$ cat config.mk
export PLATFORM = sky130hd
export DESIGN_NAME = tdm_mux_8to1
export DESIGN_NICKNAME = d
export VERILOG_FILES = /design/src/rtl/tdm_mux_8to1.sv
export SDC_FILE = /design/constraint.sdc
export NUM_CORES = 1
export LEC_CHECK = 0
export CORE_MARGIN = 5
export CORE_UTILIZATION = 53
export CTS_CLUSTER_DIAMETER = 50
export DETAILED_ROUTE_END_ITERATION = 12
export PLACE_DENSITY = 0.89
export SYNTH_ARGS = -nofsm -noshare
export SYNTH_HDL_FRONTEND = slang
export SYNTH_SLANG_ARGS = --single-unit
$ cat constraint.sdc
create_clock -name clk -period 3.5 [get_ports clk]
set_input_delay 0.35 -clock clk [delete_from_list [all_inputs] [get_ports clk]]
set_output_delay 0.35 -clock clk [all_outputs]
set_load 0.02 [all_outputs]
$ cat src/rtl/tdm_mux_8to1.sv
// Time-division transmitter: captures eight channel words on start and sends
// one slot per cycle on y, with a matching slot index s for a 1:8 demux.
module tdm_mux_8to1 #(
  parameter int DATA_W = 1,
  parameter int NCH    = 8
) (
  input  logic                  clk,
  input  logic                  rst_n,
  input  logic                  start,
  input  logic [NCH*DATA_W-1:0] d,
  input  logic                  hold,
  output logic [DATA_W-1:0]     y,
  output logic [2:0]            s,
  output logic                  valid,
  output logic                  sof,
  output logic                  busy,
  output logic                  done
);

  localparam logic [0:0] ST_IDLE = 1'b0;
  localparam logic [0:0] ST_SEND = 1'b1;

  logic [0:0]            state_q,  state_d;
  logic [NCH*DATA_W-1:0] shadow_q, shadow_d;
  logic [2:0]            slot_q,   slot_d;
  logic                  wrap_q,   wrap_d;
  logic [DATA_W-1:0]     y_q,      y_d;
  logic [2:0]            s_q,      s_d;
  logic                  valid_q,  valid_d;
  logic                  sof_q,    sof_d;
  logic                  busy_q,   busy_d;
  logic                  done_q,   done_d;

  logic [DATA_W-1:0] shadow_word [NCH];

  genvar gi;
  generate
    for (gi = 0; gi < NCH; gi++) begin : g_word
      assign shadow_word[gi] = shadow_q[gi*DATA_W +: DATA_W];
    end
  endgenerate

  always_comb begin
    state_d  = state_q;
    shadow_d = shadow_q;
    slot_d   = slot_q;
    wrap_d   = wrap_q;
    y_d      = y_q;
    s_d      = s_q;
    valid_d  = valid_q;
    sof_d    = sof_q;
    busy_d   = busy_q;
    done_d   = 1'b0;

    case (state_q)
      ST_IDLE: begin
        valid_d = 1'b0;
        sof_d   = 1'b0;
        busy_d  = 1'b0;
        if (start) begin
          shadow_d = d;
          slot_d   = 3'd0;
          wrap_d   = 1'b0;
          state_d  = ST_SEND;
          busy_d   = 1'b1;
        end
      end
      ST_SEND: begin
        if (hold) begin
          valid_d = 1'b0;
          sof_d   = 1'b0;
        end else if (wrap_q) begin
          // Frame boundary: a start here chains the next frame with no gap.
          done_d = 1'b1;
          wrap_d = 1'b0;
          slot_d = 3'd0;
          if (start) begin
            shadow_d = d;
            y_d      = d[DATA_W-1:0];
            s_d      = 3'd0;
            valid_d  = 1'b1;
            sof_d    = 1'b1;
            slot_d   = 3'd1;
          end else begin
            state_d = ST_IDLE;
            busy_d  = 1'b0;
            valid_d = 1'b0;
            sof_d   = 1'b0;
          end
        end else begin
          y_d     = shadow_word[slot_q];
          s_d     = slot_q;
          valid_d = 1'b1;
          sof_d   = (slot_q == 3'd0);
          slot_d  = slot_q + 3'd1;
          wrap_d  = (slot_q == 3'd7);
        end
      end
      default: state_d = ST_IDLE;
    endcase
  end

  always_ff @(posedge clk or negedge rst_n) begin
    if (!rst_n) begin
      state_q  <= ST_IDLE;
      shadow_q <= '0;
      slot_q   <= 3'd0;
      wrap_q   <= 1'b0;
      y_q      <= '0;
      s_q      <= 3'd0;
      valid_q  <= 1'b0;
      sof_q    <= 1'b0;
      busy_q   <= 1'b0;
      done_q   <= 1'b0;
    end else begin
      state_q  <= state_d;
      shadow_q <= shadow_d;
      slot_q   <= slot_d;
      wrap_q   <= wrap_d;
      y_q      <= y_d;
      s_q      <= s_d;
      valid_q  <= valid_d;
      sof_q    <= sof_d;
      busy_q   <= busy_d;
      done_q   <= done_d;
    end
  end

  assign y     = y_q;
  assign s     = s_q;
  assign valid = valid_q;
  assign sof   = sof_q;
  assign busy  = busy_q;
  assign done  = done_q;

endmodule

# After elaboration in Yosys (flattened, before gate mapping)
# Cells that the tools add are included.
[totals] regBits=21 inputBits=12 output_inout_bits=8 elab_cells=61
[op_classes] addsub=1 order_cmp=1 n_eq_ne=6 muxes=35 bitwise=3 n_reduce_logical=5
[op_table] operator="2-to-1 mux 8 bit" n=3
[op_table] operator="2-to-1 mux 1 bit" n=20
[op_table] operator="one-hot mux 8 bit (2 select lines)" n=1
[op_table] operator="2-to-1 mux 3 bit" n=4
[op_table] operator="one-hot mux 1 bit (2 select lines)" n=5
[op_table] operator="!= test 2 bit, second input constant" n=4
[op_table] operator="one-hot mux 3 bit (2 select lines)" n=1
[op_table] operator="AND reduction 3 bit" n=2
[op_table] operator="greater-or-equal comparator 4 bit, second input constant" n=1
[op_table] operator="inverter 3 -> 4 bit" n=1
[op_table] operator="AND reduction 2 bit" n=2
[op_table] operator="adder 3 x 1 -> 3 bit, second input constant" n=1
[op_table] operator="binary-select mux 1 bit (select 3 bit)" n=1
[op_table] operator="equality test 3 bit, second input constant" n=1
[op_table] operator="logical NOT 3 bit" n=1
[op_table] operator="!= test 2 x 1 -> 1 bit, second input constant" n=1
[op_table] operator="inverter 1 bit" n=2

# Longest topological paths before layout
[logic_depth] depth_word=5 ltp_mapped=5 ltp_nobuf=4

# Least setup slack after synthesis
# OpenSTA, ideal clock, no wires.
[synth_path] kind="register to register" from="register slot_q[0]" to="register y_q, in the netlist y" setup_time_ns=0.134 t_arrival_ns=1.143 t_required_ns=3.366 setup_slack_ns=2.223 path_stages_with_launch=5 path_buffers=1 period_less_slack_ns=1.277 path_cell_list="dfrtp_1 > buf_4 > mux2_1 > a221oi_1 > a31oi_1"
[synth_via] elab_chain_cells=5
[synth_lines] element="from (decl)" line="25" source="logic [2:0] slot_q, slot_d;"
[synth_lines] element="from (signal assigned)" line="118" source="slot_q <= slot_d;"
[synth_lines] element="inverter 3 -> 4 bit (implied by the code)" line="91" source="y_d = shadow_word[slot_q];"
[synth_lines] element="binary-select mux 1 bit (select 3 bit)" line="91"
[synth_lines] element="2-to-1 mux 1 bit (implied by the code) (2 in series)" line="91"
[synth_lines] element="2-to-1 mux 1 bit" line="72" source="end else if (wrap_q) begin"
[synth_lines] element="to (signal assigned)" line="120" source="y_q <= y_d;"
[synth_lines] element="to (decl)" line="27" source="logic [DATA_W-1:0] y_q, y_d;"
# Every way passes these cells. The select of a mux whose other input is x is not followed.
# A chain may end at the register's enable or synchronous reset.

# Worst setup path after layout
[layout_path] from="register y_q, in the netlist y" to="output port y"
[layout_lines] element="to (decl)" line="12" source="output logic [DATA_W-1:0] y,"
# No word-level cell between the ends.

==> summary by stage <==
Status
The run finished with clean final reports.

Logic synthesis
The post-synth net total is 91. The cell count after synthesis is 76. The Yosys step of the flow raised 0 warnings. In this run, synthesis produced a sequential element count of 21. The number of enable-type register cells in the synthesized netlist is 0. The combined area of all synthesized cells is 1000 um2. For this run, asynchronously set or reset flops after synthesis account for 1.00.

The distinct cell type count after synthesis is 28. The share of the Yosys chip area taken by registers is 0.523. The most used flip-flop cell after synthesis is sky130_fd_sc_hd__dfrtp_1. The average cell area after synthesis is 13.2 um2.

Worst setup path
STA classifies the critical path startpoint as a flop. Together, buffers and inverters on the worst path number 1. Data arrives at the worst endpoint at 1.27 ns.

The slowest stage of the critical path is the sky130_fd_sc_hd__clkdlybuf4s50_1 cell. In this run the worst path has a maximum fanout of 2. STA classifies the critical path endpoint as an output port. In this design, the largest share of critical-path delay is due to buffers and inverters. The data required time of the worst path is 3.15 ns. The signal on the critical path passes through clkdlybuf4s50_1. The category of the critical setup timing path is flop to output port.

The largest single stage delay on the critical path is 0.61 ns.

GRT
The largest net degree at the start of global routing is 22. In the global route stage, overall resource usage came out at 0.138. The number of global-route vias before repair was 696. After global routing the overflow that remains totals 0. The global-route wire length before repair is 2.89 mm. The number of antenna violations at the first check in global routing came to 0.

Clocking
TritonCTS built the clock tree. Clock-pin slew was measured on the worst setup and hold paths at 0.11 ns. The cell at the root of the clock tree is sky130_fd_sc_hd__clkbuf_4. Gates resized during post-CTS repair numbered 0. The latest clock arrival within the worst-skew pair is 0.29 ns. The number of buffers between clock root and the deepest sink is 2. The number of buffers inserted to repair setup after CTS is 0. The total number of clock tree sinks is 21. The CTS buffer count is 3. The hold buffer count at CTS is 0. CTS built an H-tree with a depth of 1.

Power and ir drop
Dividing total power by cell area gives a power density of 728 nW/um2. In this run the static leakage power is 0.563 nW. The peak ir drop on the vdd network is 450 uV.

Floorplan
Measured along the y axis, the die boundary spans 53.5 um. The die area is 2870 um2. In this run the count of I/O pins placed on the die edge is 20.

For this configuration, the core starts out at a cell density of 0.570. The number of standard-cell rows in the floorplan is 15. The overall die width is 53.5 um. The area of the core region is 1760 um2.

Detailed routing
For this run, design rule violations remaining after detail routing come to 0. The per-cell routed wire length is 14.2 um. The overall via count from detail_route is 655.

The detailed-route vias per instance is 5.41. The DRC marker count from the first detailed-route iteration is 3. The residual antenna-violating net count after detailed routing is 0. The total iterations of the first detailed-routing run is 3. Summed over all layers, the routed wires come to 1.72 mm.

Flow run
The number of maximum-capacitance constraint violations is 0.

Layout
The total of fill cells in the finished design is 133. The area growth from synthesis to layout is 22.7%. In the layout the commonest cells are sky130_fd_sc_hd__dfrtp_1, sky130_fd_sc_hd__clkdlybuf4s50_1, sky130_fd_sc_hd__mux2_4. The design area is 1230 um2.

The most common library cell in the layout ignoring fill and taps is sky130_fd_sc_hd__dfrtp_1. In the final design database the tool counted 112 nets. The number of antenna diodes in the final layout is 0. Of the cells placed in the final design, the portion with a size suffix greater than 1 is 0.156.

Timing
At the pin with the least slew margin, the transition time is 0.895 ns. Setup violations remaining at the end of the flow were counted as 0. On the final layout, the worst hold slack is 0.505 ns. The final-report max-slew violation count is 0. Headroom to the max-slew limit came out at 0.402. The smallest clock period supported by the final layout is computed as 1.62 ns.

The maximum clock frequency is 618 MHz. The setup total negative slack is 0 ns. Setup repair after global routing left no endpoint under its margin.

Clock skew on the completed layout was measured at 0.00379 ns. Of the available clock period, the critical path in the final layout requires 0.462. The count of final hold-check violations is 0.

Min path
The tightest min-delay check is of the flop to flop type.

Place
At the end of routability-driven placement, the weighted congestion stood at 0.809. The cell area after placement is 1210 um2. The count of buffers added on input and output ports is 19.
## worst reg2reg max path: stages, from the launching register on
cell and delay [ns]:
sky130_fd_sc_hd__dfrtp_1 0.61, sky130_fd_sc_hd__nand2b_4 0.10, sky130_fd_sc_hd__a21boi_4 0.37, sky130_fd_sc_hd__mux2_4 0.34
## routing by layer
layer / GRT usage / vias up / part of all wire
met3: 0.0277 / 2 / 0.039
li1: - / 309 / -
met4: 0.0596 / 0 / 0.0070
met2: 0.233 / 19 / 0.49
met1: 0.171 / 325 / 0.46
met5: 0 / - / 0
## sequential cells by signal, summed over array words and instances, names as in the netlist
name	flops
slot_q	3
sof	1
y	1
shadow_q	8
state_q	1
done	1
s	3
valid	1
wrap_q	1
busy	1
## area by class of cell
cell class | instances | area [um2] | area share
Tap cell | 25 | 31.3 | 0.0254
Multi-Input combinational cell | 47 | 440 | 0.357
Sequential cell | 21 | 526 | 0.426
Clock buffer | 4 | 26.3 | 0.0213
Inverter | 5 | 18.8 | 0.0152
Timing Repair Buffer | 19 | 190 | 0.154
## cell families (layout without fill, tap and decap cells)
family	count (synthesis)	in the layout	synth area share
flops	21	21	0.523
compound gates	16	16	0.132
simple gates	16	16	0.0947
mux	12	12	0.174
buf+inv	8	28	0.0386
fa+ha+maj	3	3	0.0374
## synthesized netlist by cell type (2+ instances only)
cell type	n	area (um2)
sky130_fd_sc_hd__mux2_4	8	120
sky130_fd_sc_hd__mux2_1	2	22.5
sky130_fd_sc_hd__dfrtp_1	21	526
sky130_fd_sc_hd__ha_1	3	37.5
sky130_fd_sc_hd__inv_1	4	15.0
sky130_fd_sc_hd__buf_4	2	15.0
sky130_fd_sc_hd__a21o_1	2	15.0
sky130_fd_sc_hd__a22o_1	6	52.6
sky130_fd_sc_hd__a21oi_1	3	15.0
sky130_fd_sc_hd__nor2_1	5	18.8
sky130_fd_sc_hd__nand2b_1	3	18.8
## worst paths after layout
check,start,slack (ns),endpoint,cells past startpoint
max reg2reg,wrap_q,1.97,shadow_q[7],3
min in group asynchronous,rst_n,0.56,shadow_q[2],1
min,s[1],0.51,s[1],1
max in group asynchronous,rst_n,2.40,shadow_q[7],1
min reg2reg,s[1],0.51,s[1],1
max,y,1.88,y,1
## where the power goes
part | internal, mW | switching [mW]
Combinational | 0.222 | 0.141
Sequential | 0.339 | 0.0853
Clock | 0.0442 | 0.0659
## stage by stage
step / setup WS [ns] / power, mW / cells / util
floorplan: 2.22 / 0.665 / 76 / -
global placement: 1.67 / 0.774 / 117 / 0.684
global route: 1.83 / 0.953 / 121 / 0.699
detailed placement: 1.61 / 0.795 / 117 / 0.684
CTS: 1.87 / 0.905 / 121 / 0.699
finish: 1.88 / 0.897 / 121 / 0.699
Note: power is estimated with default switching activity, not from simulation.
